`src/rtl/alu_seq_pkg.sv`:
```
// rtl/alu_seq_pkg.sv - shared opcodes, widths and FSM states for the ALU accumulator sequencer
package alu_seq_pkg;

    localparam int WIDTH = 4;

    localparam logic [2:0] OP_ADD = 3'b000;
    localparam logic [2:0] OP_SUB = 3'b001;
    localparam logic [2:0] OP_CMP = 3'b010;
    localparam logic [2:0] OP_AND = 3'b011;
    localparam logic [2:0] OP_OR  = 3'b100;
    localparam logic [2:0] OP_NOT = 3'b101;
    localparam logic [2:0] OP_INC = 3'b110;
    localparam logic [2:0] OP_DEC = 3'b111;

    typedef enum logic [1:0] {
        S_IDLE = 2'd0,
        S_EXEC = 2'd1,
        S_RESP = 2'd2
    } state_t;

    // Only add and sub drive a meaningful overflow; everything else must be masked.
    function automatic logic op_has_ovf(input logic [2:0] m);
        return (m == OP_ADD) || (m == OP_SUB);
    endfunction

endpackage

```
`src/rtl/alu_acc_sequencer.sv`:
```
// rtl/alu_acc_sequencer.sv - command sequencer and accumulator around the 4-bit ALU
//
// Ports:
//   clk, rst_n               clock, asynchronous active-low reset
//   cmd_valid/cmd_ready      command handshake; fields cmd_op, cmd_operand, cmd_load
//   alu_a/alu_b/alu_m        registered ALU inputs (accumulator, operand, mode)
//   alu_r/alu_ovf            combinational ALU result and overflow
//   res_valid/res_ready      result handshake; fields res_data, res_ovf
//   acc                      current accumulator value
//   busy                     high whenever a command is in flight
module alu_acc_sequencer
    import alu_seq_pkg::*;
#(
    parameter int               WIDTH    = alu_seq_pkg::WIDTH,
    parameter logic [WIDTH-1:0] ACC_INIT = '0
) (
    input  logic             clk,
    input  logic             rst_n,
    input  logic             cmd_valid,
    output logic             cmd_ready,
    input  logic [2:0]       cmd_op,
    input  logic [WIDTH-1:0] cmd_operand,
    input  logic             cmd_load,
    output logic [WIDTH-1:0] alu_a,
    output logic [WIDTH-1:0] alu_b,
    output logic [2:0]       alu_m,
    input  logic [WIDTH-1:0] alu_r,
    input  logic             alu_ovf,
    output logic             res_valid,
    input  logic             res_ready,
    output logic [WIDTH-1:0] res_data,
    output logic             res_ovf,
    output logic [WIDTH-1:0] acc,
    output logic             busy
);

    state_t           r_state;
    state_t           w_next;
    logic [WIDTH-1:0] r_acc;
    logic [WIDTH-1:0] r_alu_a;
    logic [WIDTH-1:0] r_alu_b;
    logic [2:0]       r_alu_m;
    logic [WIDTH-1:0] r_res_data;
    logic             r_res_ovf;

    logic             w_accept;
    logic [WIDTH-1:0] w_res_data;
    logic             w_res_ovf;

    assign w_accept = (r_state == S_IDLE) && cmd_valid;

    // cmp only defines the three relation flags; the top bit is forced to zero.
    assign w_res_data = (r_alu_m == OP_CMP) ? {{(WIDTH-3){1'b0}}, alu_r[2:0]} : alu_r;
    assign w_res_ovf  = op_has_ovf(r_alu_m) ? alu_ovf : 1'b0;

    always_ff @(posedge clk or negedge rst_n) begin
        if (!rst_n) begin
            r_state <= S_IDLE;
        end else begin
            r_state <= w_next;
        end
    end

    always_comb begin
        w_next = r_state;
        case (r_state)
            S_IDLE: begin
                if (cmd_valid) begin
                    w_next = cmd_load ? S_RESP : S_EXEC;
                end
            end
            S_EXEC: w_next = S_RESP;
            S_RESP: begin
                if (res_ready) begin
                    w_next = S_IDLE;
                end
            end
            default: w_next = S_IDLE;
        endcase
    end

    always_ff @(posedge clk or negedge rst_n) begin
        if (!rst_n) begin
            r_acc      <= ACC_INIT;
            r_alu_a    <= ACC_INIT;
            r_alu_b    <= '0;
            r_alu_m    <= 3'b000;
            r_res_data <= '0;
            r_res_ovf  <= 1'b0;
        end else if (w_accept) begin
            if (cmd_load) begin
                r_acc      <= cmd_operand;
                r_res_data <= cmd_operand;
                r_res_ovf  <= 1'b0;
            end else begin
                r_alu_a <= r_acc;
                r_alu_b <= cmd_operand;
                r_alu_m <= cmd_op;
            end
        end else if (r_state == S_EXEC) begin
            r_res_data <= w_res_data;
            r_res_ovf  <= w_res_ovf;
            if (r_alu_m != OP_CMP) begin
                r_acc <= w_res_data;
            end
        end
    end

    assign cmd_ready = (r_state == S_IDLE);
    assign res_valid = (r_state == S_RESP);
    assign busy      = (r_state != S_IDLE);
    assign alu_a     = r_alu_a;
    assign alu_b     = r_alu_b;
    assign alu_m     = r_alu_m;
    assign res_data  = r_res_data;
    assign res_ovf   = r_res_ovf;
    assign acc       = r_acc;

endmodule

```
`config.mk`:
```
export PLATFORM = sky130hd
export DESIGN_NAME = alu_acc_sequencer
export DESIGN_NICKNAME = d
export VERILOG_FILES = /design/src/rtl/alu_seq_pkg.sv /design/src/rtl/alu_acc_sequencer.sv
export SDC_FILE = /design/constraint.sdc
export NUM_CORES = 1
export LEC_CHECK = 0
export CAP_MARGIN = 40
export CORE_MARGIN = 8
export CORE_UTILIZATION = 44
export DETAILED_ROUTE_END_ITERATION = 8
export HOLD_SLACK_MARGIN = 0.15
export MAX_ROUTING_LAYER = met4
export PLACE_DENSITY_LB_ADDON = 0.05
export SYNTH_ARGS = -nofsm -noshare
export SYNTH_HDL_FRONTEND = slang
export SYNTH_SLANG_ARGS = --single-unit
```
`constraint.sdc`:
```
create_clock -name clk -period 4.2 [get_ports clk]
set_input_delay 0.84 -clock clk [delete_from_list [all_inputs] [get_ports clk]]
set_output_delay 0.84 -clock clk [all_outputs]
set_load 0.01 [all_outputs]
```
# Word-level counts from Yosys, hierarchy flattened
# Cells that the tools add are included.
[totals]
register_bits = 22
in_bits = 17
output_inout_bits = 23
wordCells = 42
[op_classes]
n_eq_ne = 8
mux = 15
bitwise = 1
n_reduce_logical = 11
[ops]
columns = ["op", "n"]
rows = [
  ["$mux W4", 7],
  ["$mux W2", 3],
  ["$pmux W2 S3", 1],
  ["$reduce_and A2 Y1", 3],
  ["$reduce_bool A2 Y1", 3],
  ["$mux W1", 4],
  ["$ne A2 B2 Y1 const B", 2],
  ["$eq A3 B1 Y1 const B", 1],
  ["$eq A3 B2 Y1 const B", 1],
  ["$logic_not A3 Y1", 1],
  ["$ne A3 B2 Y1 const B", 1],
  ["$reduce_and A3 Y1", 1],
  ["$eq A2 B1 Y1 const B", 1],
  ["$eq A2 B2 Y1 const B", 1],
  ["$logic_not A2 Y1", 1],
  ["$ne A2 B1 Y1 const B", 1],
  ["$logic_and A1 B1 Y1", 1],
  ["$logic_or A1 B1 Y1", 1],
  ["$not A1 Y1", 1],
]

# Longest topological paths before layout
[depth]
depth_word = 5
mapped_depth = 5
depth_no_buf = 3

# Worst setup path after synthesis
# No wires, ideal clock.
[synth_timing]
kind = "input to register"
from = "input cmd_valid"
to = "register r_acc[0] (netlist: acc[0])"
setup_ns = 0.125
t_arrival_ns = 1.959
slack_ns = 2.116
cell_stages = 4
n_path_buf = 1
path_cell_list = "or3b_1 -> buf_6 -> a211oi_4 -> mux2_2"
[synth_between]
elab_chain_len = 3
[synth_rtl]
columns = ["item", "line", "text"]
rows = [
  ["start: declaration", "alu_acc_sequencer.sv:19", "input logic cmd_valid,"],
  ["$logic_and A1 B1 Y1 *", "alu_acc_sequencer.sv:50", "assign w_accept = (r_state == S_IDLE) && cmd_valid;"],
  ["$ne A2 B2 Y1 (no source line) or $reduce_bool A2 Y1 (tied branches)", "-", ""],
  ["$reduce_and A3 Y1 (no source line)", "-", ""],
  ["end signal: assignment", "alu_acc_sequencer.sv:92", "r_acc <= cmd_operand;"],
  ["end signal: assignment", "alu_acc_sequencer.sv:104", "r_acc <= w_res_data;"],
  ["end: declaration", "alu_acc_sequencer.sv:39", "logic [WIDTH-1:0] r_acc;"],
]
# Every way passes the cells marked *; elsewhere a longest branch is shown, timed or not.
# A chain may end at the register's enable or synchronous reset.

# Worst setup path after layout
[layout_timing]
from = "input cmd_valid"
to = "register r_alu_a[0] (netlist: alu_a[0])"
[layout_between]
elab_chain_len = 2
[layout_rtl]
columns = ["item", "line", "text"]
rows = [
  ["$logic_and A1 B1 Y1", "alu_acc_sequencer.sv:50", ""],
  ["$reduce_and A2 Y1 (no source line)", "-", ""],
  ["end signal: assignment", "alu_acc_sequencer.sv:96", "r_alu_a <= r_acc;"],
  ["end: declaration", "alu_acc_sequencer.sv:40", "logic [WIDTH-1:0] r_alu_a;"],
]
# No other way between the ends.

==> impl_results.md <==
* Cell at the slowest stage of the critical path: nor2_2
* Capture instance of the worst register-to-register path: alu_a[0]
* Final Hold Viols at 0
* Worst VDD drop at 0.508 mV
* Final setup viols at 0
* Global routing usage summed across all routing layers at 12.1%
* Switching pwr at 0.253 mW
* Dominant cell type by area after synthesis: dfrtp_1
* Time the final worst path needs with I/O delays and setup at 2.59 ns
* TritonCTS Buffers at 3
* Count of hold-fix buffers inserted at cts at 0
* Yosys cell types at 16
* Maximum level of the CTS H-tree at 1
* Die Wd at approximately 62 um
* Relative contribution of the clock network to total power at 18.2%
* Total internal power at 0.636 mW
* Critical setup path kind: input pin to flip-flop
* DIE AREA at approximately 0.0038 mm2
* First-pass GRT wire length at between 3 and 4 mm
* Number of top-level pins at 40
* Hold Path Origin: alu_a[2]
* Number of buffer and inverter stages on the critical path at 1
* Fin nets at 123
* Accumulated negative setup slack at 0 ns
* Number of global-route vias before repair at 690
* Portion of total power attributed to sequential cells at roughly 39%
* Final routed wire length divided by cell count at 16.1 um
* Max Transition Viols Final at 0
* Sink count of the clock tree at 22
* Area share of the largest cell type after synthesis at 59.5%
* Power density over the cells at roughly 640 mW/mm2
* Number of antenna violations at the first check in global routing at 0
* Clock slew at reported path FFs at approximately 0.13 ns
* Area of the core at 0.00198 mm2
* Root cell of the clock tree: clkbuf_4
* Sequential standard cell area at 551 um2
* Starting Density at 46.7%
* Area used by multi-input combinational logic at 349 um2
* Count of input and output buffers at 39
* Combinational Power Share at a little over two fifths
* Proportion of total power due to net switching at 28.5%
* Slowest cell delay on critical path at 0.54 ns
* Vias after detailed routing at 640
* Cells along the critical path: clkdlybuf4s50_1 > or3b_1 > nor2_2 > mux2_2
* Post-CTS Setup Inserts at 0
* Worst r2r src: r_state[1]
* Outcome: completed
* Peak fanout along the critical path at 12
* Arrival time of data at the critical path endpoint at 2.79 ns
* Weighted congestion reported at the end of routability-driven placement at 0.761
* Final WL at 2.13 mm
* Post-layout instance area at 0.00140 mm2
* Static leakage at 0.578 nW
* Synth area leaders: dfrtp_1 (59%), mux2_2 (27%), a211oi_4 (2.2%)
* Area of the mapped netlist at 926 um2
* Die outline height at 61.9 um
* Setup repair after global routing missed its margin: no
* Half-perimeter wire length after placement at 1.67 mm
* Min-Delay Endpoint: alu_a[2]
* Worst EP required at about 4.4 ns
* Max-cap violation count at 0
* Mean instance size in the synthesized netlist at 14.7 um2
* Proportion of synthesized chip area in sequential cells at 59.5%
* Final Cycle Share at 61.8%
* Power after layout at 0.889 mW
* Endpoint class of the critical path: flip-flop
* Filler Cells Inserted at 147
* Syn_nets at 80
* Yosys warning count at 0
* CTS Buffer Depth at 2
* Hold-critical path depth at 1
* Antenna Violating Nets Remaining at 0
* Clock insertion delay at the later pin of the skew report at 0.31 ns
* Type of element launching the critical path: input pin
* Std cell rows at 16
* Mean number of vias per cell at ~4.8
* Fraction of final layout cells sized beyond drive strength 1 at between 20% and 30%
* Fmax achieved at 385 MHz
* Gate count of the mapped netlist at 63
* Number of cells traversed by the worst register-to-register path at 3
* Slew @ Worst Pin at 0.617 ns
* Critical path's top delay family: simple AND/OR/NAND/NOR gates
* Worst slew margin relative to its limit at 58.8%
* Final clock skew at around 0.010 ns
* TritonCTS clock tree: done
* Pin count of the biggest net entering global routing at 14
* DRT iter0 DRCs at 9
* DRC violation count after routing at 0
* Number of detailed-routing iterations run before antenna repair at 2
* Slack of the worst reg-to-reg path at 2.09 ns
* Area overhead of the layout relative to synthesis at 51.1%
* Class of the most critical hold timing path: flip-flop to flip-flop
* Placed instance area at between 0.001 and 0.0015 mm2
* GRT overflow at 0
* Number of antenna cells inserted at 0
* Flop and latch count out of synthesis at 22
* Total of cells resized after clock tree synthesis at 0
## through the flow
| step | setup slack [ns] | hold WS [ns] | instances | utilization [%] |
|---|---|---|---|---|
| 6_report | 1.61 | 0.522 | 132 | 70.6 |
| 2_1_floorplan | 2.12 | 0.544 | 63 | - |
| 3_5_place_dp | 1.25 | 0.495 | 128 | 67.9 |
| 5_1_grt | 1.54 | 0.545 | 132 | 70.6 |
| 4_1_cts | 1.59 | 0.526 | 132 | 70.6 |
| 3_3_place_gp | 1.30 | 0.489 | 127 | 67.2 |
## power groups by stage
stage	Combinational [mW]	Clock, mW	Sequential (mW)
final	0.378	0.161	0.349
after CTS	0.387	0.166	0.351
after global placement	0.377	0	0.352
after global routing	0.402	0.172	0.362
after detailed placement	0.385	0	0.355
after floorplan	0.122	0	0.389
## registers in the layout, indices dropped and copies added, names as in the netlist
name      cells
alu_m         3
alu_a         4
r_state       2
acc           4
res_ovf       1
alu_b         4
res_data      4
## per-layer routing
layer  wire, um  share of wire, %  up-vias  global-route usage, %
li1           -                 -      305                      -
met1        906                43      308                   14.5
met2       1020                48       23                   19.1
met3        177               8.3        4                   2.47
met4         25               1.2        0                   5.84
met5          0                 0        -                      -
## worst register-to-register path, stage by stage (launching register included)
cell and delay (ns):
dfrtp_1 0.47, or3b_1 0.57, nor2_2 0.55, mux2_2 0.41
## synth_stat cells
cell type	instances
a21oi_1	1
mux2_2	22
a22o_1	1
dfrtp_1	22
nand3_1	1
buf_6	1
inv_1	2
buf_4	1
nor2_1	3
nor3b_1	1
or2_2	1
a211oi_4	1
o21ai_0	3
or2b_1	1
nor2_2	1
or3b_1	1
## cell families after synthesis
logic type | count (synthesis) | synth area share, %
flip-flops | 22 | 59.5
AND/OR/NAND/NOR | 9 | 5.68
AO/OA/AOI/OAI | 6 | 5.27
buffers and inverters | 4 | 2.84
multiplexers | 22 | 26.8
## how the worst max path moves through the flow
| stage | slack, ns | start | endpoint | depth (start not counted) |
|---|---|---|---|---|
| after floorplan | 2.12 | cmd_valid | acc[0] | 4 |
| after global placement | 1.30 | cmd_valid | alu_a[0] | 4 |
| after detailed placement | 1.25 | cmd_valid | alu_a[0] | 4 |
| after CTS | 1.59 | cmd_valid | alu_a[0] | 4 |
| after global routing | 1.54 | cmd_valid | alu_a[0] | 4 |
| final | 1.61 | cmd_valid | alu_a[0] | 4 |
## area by class of cell
class,count,share of cell area (%)
inverters,2,0.537
flip-flops and latches,22,39.4
clock buffers,3,1.61
clock inverters,1,2.15
repair buffers,40,29.0
well taps,27,2.42
multi-input cells,37,25.0
## placed cells by master, fill, tap and decap left out
| cell type | Yosys | layout |
|---|---|---|
| inv_1 | 2 | 2 |
| nor2_1 | 3 | 3 |
| bufinv_16 | 0 | 1 |
| or2b_1 | 1 | 1 |
| nor2_2 | 1 | 1 |
| or2_2 | 1 | 1 |
| dfrtp_1 | 22 | 22 |
| nand3_1 | 1 | 1 |
| a21oi_1 | 1 | 1 |
| nor3b_1 | 1 | 1 |
| clkbuf_4 | 0 | 3 |
| mux2_2 | 22 | 22 |
| a22o_1 | 1 | 1 |
| buf_8 | 0 | 1 |
| o21ai_0 | 3 | 3 |
| clkdlybuf4s50_1 | 0 | 39 |
| a211oi_4 | 1 | 1 |
| or3b_1 | 1 | 1 |
Power figures use the tool's default switching activity.
